===== src/rtl/sobel_edge_post.sv =====
// -----------------------------------------------------------------------------
// sobel_edge_post
//
// Post-processing stage for the Sobel gradient magnitude stream.
//   - Drops the first IN_DELAY strobes after reset or frame_restart. These
//     samples are upstream pipeline fill.
//   - Tracks the (col,row) position of every accepted sample.
//   - Saturates the 32-bit unsigned magnitude to 8 bits.
//   - Forces to zero the pixels in the first two columns and the first two
//     rows, where the 3x3 window is incomplete.
//   - Optional: binarizes the value against a threshold, giving 0 or 255.
//     This is enabled by defining the macro SOBEL_BINARIZE_EN.
//
// Latency from an accepted strobe to pix_valid is 2 cycles. Throughput is
// one pixel per clock.
//
// Ports
//   clk            rising-edge clock
//   rst            asynchronous active-high reset
//   en             pixel strobe; one sample per high cycle
//   frame_restart  synchronous restart into the fill state. It wins over en.
//   grad_in[31:0]  unsigned gradient magnitude
//   threshold[7:0] binarize threshold, sampled with each accepted pixel
//   pix_out[7:0]   edge-map pixel
//   pix_valid      one-cycle pulse per emitted pixel
//   sol / eol      start / end of line, qualified by pix_valid
//   frame_done     last pixel of the frame, qualified by pix_valid
// -----------------------------------------------------------------------------
module sobel_edge_post #(
  parameter int PIX_PER_LINE    = 695,
  parameter int LINES_PER_FRAME = 520,
  parameter int IN_DELAY        = 2
) (
  input  logic        clk,
  input  logic        rst,
  input  logic        en,
  input  logic        frame_restart,
  input  logic [31:0] grad_in,
  input  logic [7:0]  threshold,
  output logic [7:0]  pix_out,
  output logic        pix_valid,
  output logic        sol,
  output logic        eol,
  output logic        frame_done
);

  localparam int CW = (PIX_PER_LINE > 1)    ? $clog2(PIX_PER_LINE)    : 1;
  localparam int RW = (LINES_PER_FRAME > 1) ? $clog2(LINES_PER_FRAME) : 1;
  localparam int FW = (IN_DELAY > 1)        ? $clog2(IN_DELAY)        : 1;

  localparam logic [CW-1:0] COL_LAST  = CW'(PIX_PER_LINE - 1);
  localparam logic [RW-1:0] ROW_LAST  = RW'(LINES_PER_FRAME - 1);
  // The counter never holds IN_DELAY itself. The strobe that would reach it
  // moves the FSM to RUN instead.
  localparam logic [FW-1:0] FILL_LAST = FW'((IN_DELAY > 0) ? IN_DELAY - 1 : 0);

  typedef enum logic {
    FILL = 1'b0,
    RUN  = 1'b1
  } state_t;

  // With no fill required, reset and restart both go straight to RUN.
  localparam state_t START_STATE = (IN_DELAY == 0) ? RUN : FILL;

  // ---------------------------------------------------------------------------
  // Position / fill FSM
  // ---------------------------------------------------------------------------
  state_t          state_q, state_d;
  logic [FW-1:0]   fill_q, fill_d;
  logic [CW-1:0]   col_q, col_d;
  logic [RW-1:0]   row_q, row_d;
  logic            accept;

  always_comb begin
    state_d = state_q;
    fill_d  = fill_q;
    col_d   = col_q;
    row_d   = row_q;
    accept  = 1'b0;

    if (frame_restart) begin
      state_d = START_STATE;
      fill_d  = '0;
      col_d   = '0;
      row_d   = '0;
    end else if (en) begin
      case (state_q)
        FILL: begin
          if (fill_q == FILL_LAST) begin
            state_d = RUN;
            fill_d  = '0;
          end else begin
            fill_d = fill_q + FW'(1);
          end
        end
        RUN: begin
          accept = 1'b1;
          if (col_q == COL_LAST) begin
            col_d = '0;
            // Frames are back-to-back. Row wraps and the FSM stays in RUN.
            row_d = (row_q == ROW_LAST) ? '0 : row_q + RW'(1);
          end else begin
            col_d = col_q + CW'(1);
          end
        end
        default: state_d = START_STATE;
      endcase
    end
  end

  // ---------------------------------------------------------------------------
  // Stage 1: saturate, mask border, capture position flags (pre-increment)
  // ---------------------------------------------------------------------------
  logic        s1_valid_q, s1_valid_d;
  logic [7:0]  s1_val_q, s1_val_d;
  logic        s1_sol_q, s1_sol_d;
  logic        s1_eol_q, s1_eol_d;
  logic        s1_fd_q, s1_fd_d;
  logic        border;
  logic [7:0]  sat;

`ifdef SOBEL_BINARIZE_EN
  logic        s1_mask_q, s1_mask_d;
  logic [7:0]  s1_thr_q, s1_thr_d;
`else
  logic        unused_threshold;
  assign unused_threshold = ^threshold;
`endif

  always_comb begin
    sat        = (|grad_in[31:8]) ? 8'hFF : grad_in[7:0];
    border     = (32'(col_q) < 32'd2) || (32'(row_q) < 32'd2);
    s1_valid_d = accept;
    s1_val_d   = border ? 8'h00 : sat;
    s1_sol_d   = (col_q == '0);
    s1_eol_d   = (col_q == COL_LAST);
    s1_fd_d    = (col_q == COL_LAST) && (row_q == ROW_LAST);
`ifdef SOBEL_BINARIZE_EN
    s1_mask_d  = border;
    s1_thr_d   = threshold;
`endif
  end

  // ---------------------------------------------------------------------------
  // Stage 2: optional binarize, drive outputs
  // ---------------------------------------------------------------------------
  logic [7:0]  pix_out_q, pix_out_d;
  logic        pix_valid_q, pix_valid_d;
  logic        sol_q, sol_d;
  logic        eol_q, eol_d;
  logic        frame_done_q, frame_done_d;

  always_comb begin
`ifdef SOBEL_BINARIZE_EN
    // The mask flag is carried separately. This keeps a border pixel at 0
    // even when threshold is 0, which would otherwise pass 0 >= 0.
    pix_out_d = (s1_valid_q && !s1_mask_q && (s1_val_q >= s1_thr_q)) ? 8'hFF : 8'h00;
`else
    pix_out_d = s1_valid_q ? s1_val_q : 8'h00;
`endif
    pix_valid_d  = s1_valid_q;
    sol_d        = s1_valid_q & s1_sol_q;
    eol_d        = s1_valid_q & s1_eol_q;
    frame_done_d = s1_valid_q & s1_fd_q;
  end

  // ---------------------------------------------------------------------------
  // Registers
  // ---------------------------------------------------------------------------
  always_ff @(posedge clk or posedge rst) begin
    if (rst) begin
      state_q      <= START_STATE;
      fill_q       <= '0;
      col_q        <= '0;
      row_q        <= '0;
      s1_valid_q   <= 1'b0;
      s1_val_q     <= '0;
      s1_sol_q     <= 1'b0;
      s1_eol_q     <= 1'b0;
      s1_fd_q      <= 1'b0;
`ifdef SOBEL_BINARIZE_EN
      s1_mask_q    <= 1'b0;
      s1_thr_q     <= '0;
`endif
      pix_out_q    <= '0;
      pix_valid_q  <= 1'b0;
      sol_q        <= 1'b0;
      eol_q        <= 1'b0;
      frame_done_q <= 1'b0;
    end else begin
      state_q      <= state_d;
      fill_q       <= fill_d;
      col_q        <= col_d;
      row_q        <= row_d;
      s1_valid_q   <= s1_valid_d;
      s1_val_q     <= s1_val_d;
      s1_sol_q     <= s1_sol_d;
      s1_eol_q     <= s1_eol_d;
      s1_fd_q      <= s1_fd_d;
`ifdef SOBEL_BINARIZE_EN
      s1_mask_q    <= s1_mask_d;
      s1_thr_q     <= s1_thr_d;
`endif
      pix_out_q    <= pix_out_d;
      pix_valid_q  <= pix_valid_d;
      sol_q        <= sol_d;
      eol_q        <= eol_d;
      frame_done_q <= frame_done_d;
    end
  end

  assign pix_out    = pix_out_q;
  assign pix_valid  = pix_valid_q;
  assign sol        = sol_q;
  assign eol        = eol_q;
  assign frame_done = frame_done_q;

endmodule


===== config.mk =====
export PLATFORM = sky130hd
export DESIGN_NAME = sobel_edge_post
export DESIGN_NICKNAME = d
export VERILOG_FILES = /design/src/rtl/sobel_edge_post.sv
export SDC_FILE = /design/constraint.sdc
export NUM_CORES = 1
export LEC_CHECK = 0
export CORE_UTILIZATION = 48
export CTS_CLUSTER_SIZE = 12
export DETAILED_ROUTE_END_ITERATION = 10
export GPL_ROUTABILITY_DRIVEN = 0
export HOLD_SLACK_MARGIN = 0.03
export PLACE_DENSITY = 0.79
export SYNTH_ARGS = -nofsm -noshare
export SYNTH_HDL_FRONTEND = slang
export SYNTH_SLANG_ARGS = --single-unit
export TNS_END_PERCENT = 20

===== constraint.sdc =====
create_clock -name clk -period 2.05 [get_ports clk]
set_clock_uncertainty 0.1 [all_clocks]
set_input_delay 0.41 -clock clk [delete_from_list [all_inputs] [get_ports clk]]
set_output_delay 0.41 -clock clk [all_outputs]
set_load 0.1 [all_outputs]

======== Word level (Yosys, flattened, before mapping) ========
Index checks and enable logic that the tools add are counted.
storage, ports and cells
  flip-flop bits (word level) ............. 46
  output and inout bits ................... 12
  logic and storage cells ................. 58
operators by class
  add/subtract/negate cells ............... 3
  magnitude comparators ................... 2
  eq/ne operators ......................... 3
  multiplexer cells ....................... 23
  bitwise gates (word level) .............. 3
  reduce and logical (&&, ||, !) cells .... 10
operators with widths
  operator                                                      number
  2-to-1 mux 10 bit                                             9
  2-to-1 mux 8 bit                                              3
  OR reduction 24 bit                                           1
  adder 10 x 1 -> 10 bit (second input constant)                2
  equality test 10 bit (second input constant)                  2
  less-than comparator 10 x 2 -> 1 bit (second input constant)  2
  2-to-1 mux 1 bit                                              11
  zero test 10 bit                                              1
  nonzero test 2 bit                                            3
  AND reduction 2 bit                                           2
  AND 1 bit                                                     3
  AND reduction 3 bit                                           1
  != test 2 bit (second input constant)                         1
  adder 1 bit (second input constant)                           1
  logical AND 1 bit                                             1
  logical OR 1 bit                                              1

======== Depth between registers and ports, before layout ========
  word-level depth ........................ 6
  depth in mapped cells ................... 7

======== Worst setup path before layout ========
OpenSTA, ideal clock, no wires.
  path type ............................... register to register
  from .................................... register col_q[0]
  to ...................................... register row_q[7]
  library setup time ...................... 0.134 ns
  arrival time ............................ 1.622 ns
  data required time ...................... 1.816 ns
  path slack .............................. 0.194 ns
  stages on the path, launching flop included .. 8
  buffers on the path ..................... 1
  cell sequence ........................... dfrtp_1 inv_1 ha_1 and4_4 a41oi_4 buf_2 o41ai_1 a21oi_1
between the ends
  cells in the longest elaborated chain, start to end .. 3
RTL lines
  item                                  line  text
  from (decl)                           70    logic [CW-1:0] col_q, col_d;
  from (signal assigned)                193   col_q <= col_d;
  equality test 10 bit                  98    if (col_q == COL_LAST) begin
  nonzero test 2 bit (no source line)   n/a
  AND reduction 3 bit (no source line)  n/a
  to (signal assigned)                  194   row_q <= row_d;
  to (decl)                             71    logic [RW-1:0] row_q, row_d;
Every way passes these cells.
A chain may end at the register's enable or synchronous reset.

======== Worst setup path after layout ========
Same ends and word-level chain as after synthesis.

==> metrics.cfg <==
[timing]
report.final.hold_viol_count = 0
max_freq_mhz = 510
setup_viol = 0
period_minus_slack_ps = 1960
max_slew.worst_pin.slew_ps = 550
final-max-slew-violation-count = 0
timing.max_slew.rel_slack_pct = 63.3
layout_worst_path_cycle_share_pct = 95.7

[floorplanning]
floorplan.initialDensity_pct = 51.3
core-area_um2 = 4090
floorplan.io_pins = 56
fp.dieH_um = 68.1
die_w_um = 68.1
placement_rows = 23
die-area_um2 = 4640

[cts]
cts_buffers = 5
tritoncts = yes
path_clk_slew_ps = 80
clk_path_buf_depth = 2
cts-root-buf = clkbuf_8
number_of_sinks_handled_by_clock_tree_synthesis = 46
htree_levels = 2
clk_latency_ps = 290

[placement]
placement.cell_area_um2 = 2680
io_buffer_count = 47
dp_hpwl_um = 3030

[synthesis]
synth_enable_flop_cells = 0
netlist.top_cell.by_area = dfrtp_1
post-synth-top-area-fraction_pct = 54.9
prevailing_post_synth_register_cell = dfrtp_1
netlist_instances = 188
fraction_of_the_yosys_area_taken_by_sequential_cells_pct = 54.9
postSynth.asyncResetShare_pct = 100
post_synth_instance_area_um2 = 2100
synth_fp_nets = 236
yosysWarningCount = 0
synth.avg_cell_area_um2 = 11.2
yosys.cell_types.count = 38
yosys-top-cells-count = dfrtp_1, and2_1, nor2_1
netlist_top_cells_area = dfrtp_1, and2_1, o21a_1
ys_seq_elements = 46
yosysMostFrequentCell = dfrtp_1

[critical_path]
timing.setup.critical_path_class = flop to flop
critical_path_cell_sequence = inv_1, ha_1, and4_4, a41oi_4, or4b_1, a21oi_1
cp_slowest_stage_delay_ps = 520
path_max_fanout = 8
critical_path_arrival_ps = 2080
worst_path_max_delay_cell = or4b_1
cp.buffers_inverters = 1
worst_setup_path_start_kind = flop
worst_reg2reg_path_length_in_cells = 6
setup.worst_path.end_class = flop
crit_required_ps = 2160
timing.critical_path.max_delay_family = simple AND/OR/NAND/NOR gates
worst-path-stages = 6

[power_and_ir_drop]
power_density_nw_per_um2 = 662
power_leakage_uw = 0.00130
vdd_drop_max_mv = 0.387

[outcome]
run_status = finished, final reports clean

[route]
num_vias = 1634
drtIter0Drc = 125
drtAntennaViolNets = 0
route.detailed.drc = 0
post_route_wl_um = 4140
wl_per_cell_um = 13.6
firstDrtPassIters = 4
avgViaCountPerCell = 5.36

[layout]
num-nets-final = 302
layout.core_utilization_pct = 70.1
layout.filler_cells = 315
drive_gt1_share_pct = 18.0
antenna_cells_inserted = 0
area.growth.synth_to_final_pct = 36.5
seq_area_um2 = 1150
final_area_um2 = 2860
area_of_the_multi_input_gates_um2 = 915

[grt]
gr-usage-all-layers_pct = 19.3
gr-total-overflow = 0
grt_start_max_net_pins = 35
first_global_vias = 1415
antenna_found_initial = 0
global_route_wire_length_before_repair_um = 6570

[job]
max_cap_viol_count = 0

[worst_hold_path]
min_path_type = input pin to async pin

[what timing repair did]
item,in CTS,in global routing
setup buffers,0,3
endpoints found under the setup margin,0,5
hold buffers,0,0
resized for setup,0,3
[layout by cell type (no fill, tap or decap), types with 2 or more instances in the layout]
cell type         n
a21o_1            3
a21oi_1          10
a22o_1            2
a31oi_1           3
and2_1           15
and3_1            4
and4_1            2
buf_4            25
bufinv_16         2
clkbuf_8          6
clkdlybuf4s50_1  35
dfrtp_1          46
ha_1              4
inv_1             5
nand2_1          11
nand3_1           5
nand3b_1          2
nand4_1           7
nor2_1           12
nor4_1            7
o21a_1            8
o21ai_0           7
o41ai_1           2
or3_1             7
or4b_1            2
xor2_1            5
[final cells by class]
type                            count  share of cell area (%)
Clock buffer                        6                    2.88
Clock inverter                      2                    2.10
Inverter                            6                   0.787
Timing Repair Buffer               62                    19.9
Multi-Input combinational cell    133                    31.9
Tap cell                           50                    2.19
Sequential cell                    46                    40.2
[power breakdown]
group / switching [uW] / internal [uW] / leakage [uW] / total [uW]
sequential: 5.76 / 914 / 0.000636 / 920
clock: 292 / 520 / 0.0000714 / 812
combinational: 66.5 / 96.4 / 0.000590 / 163
[logic make-up (layout without fill, tap and decap cells)]
| group | after synthesis | in the layout | synth area share (%) |
|---|---|---|---|
| simple gates | 82 | 82 | 23.9 |
| compound gates | 41 | 41 | 14.3 |
| xor+xnor | 6 | 6 | 2.51 |
| flops | 46 | 46 | 54.9 |
| buf+inv | 9 | 76 | 2.03 |
| fa+ha+maj | 4 | 4 | 2.39 |
[state kept, by name (all words and copies together), names as in the netlist]
| register | count |
|---|---|
| pix_out | 8 |
| s1_eol_q | 1 |
| row_q | 10 |
| s1_fd_q | 1 |
| sol | 1 |
| frame_done | 1 |
| fill_q | 1 |
| state_q | 1 |
| pix_valid | 1 |
| eol | 1 |
| pix_valid_d | 1 |
| s1_val_q | 8 |
| col_q | 10 |
| s1_sol_q | 1 |
[through the flow]
step / cells / total power [uW] / setup TNS, ps / hold slack (ps) / setup slack (ps)
6_report: 305 / 1890 / 0 / 289 / 87.5
5_1_grt: 305 / 1970 / -0.748 / 312 / -0.748
4_1_cts: 302 / 1910 / 0 / 298 / 47.6
3_5_place_dp: 294 / 1100 / -418 / 342 / -90.2
3_3_place_gp: 294 / 1090 / -260 / 336 / -55.5
2_1_floorplan: 188 / 997 / 0 / 265 / 194
[per-layer routing]
| layer | vias to the layer above | wire length, um | track usage (%) |
|---|---|---|---|
| met3 | 2 | 152 | 4.50 |
| li1 | 821 | - | - |
| met4 | 0 | 27 | 5.73 |
| met2 | 31 | 2080 | 29.7 |
| met5 | - | 0 | 0 |
| met1 | 780 | 1880 | 26.8 |
[final timing paths]
| kind | slack [ps] | start | end |
|---|---|---|---|
| max | 90 | col_q[0]$_DFFE_PP0P_ | row_q[7]$_DFFE_PP0P_ |
| min | 290 | rst | row_q[4]$_DFFE_PP0P_ |
| max reg2reg | 90 | col_q[0]$_DFFE_PP0P_ | row_q[7]$_DFFE_PP0P_ |
| min reg2reg | 350 | s1_val_q[4]$_DFF_PP0_ | pix_out[4]$_DFF_PP0_ |
| max in group asynchronous | 1070 | rst | s1_val_q[3]$_DFF_PP0_ |
| min in group clk | 350 | s1_val_q[4]$_DFF_PP0_ | pix_out[4]$_DFF_PP0_ |
No activity file was read; power rests on OpenSTA's default activity.
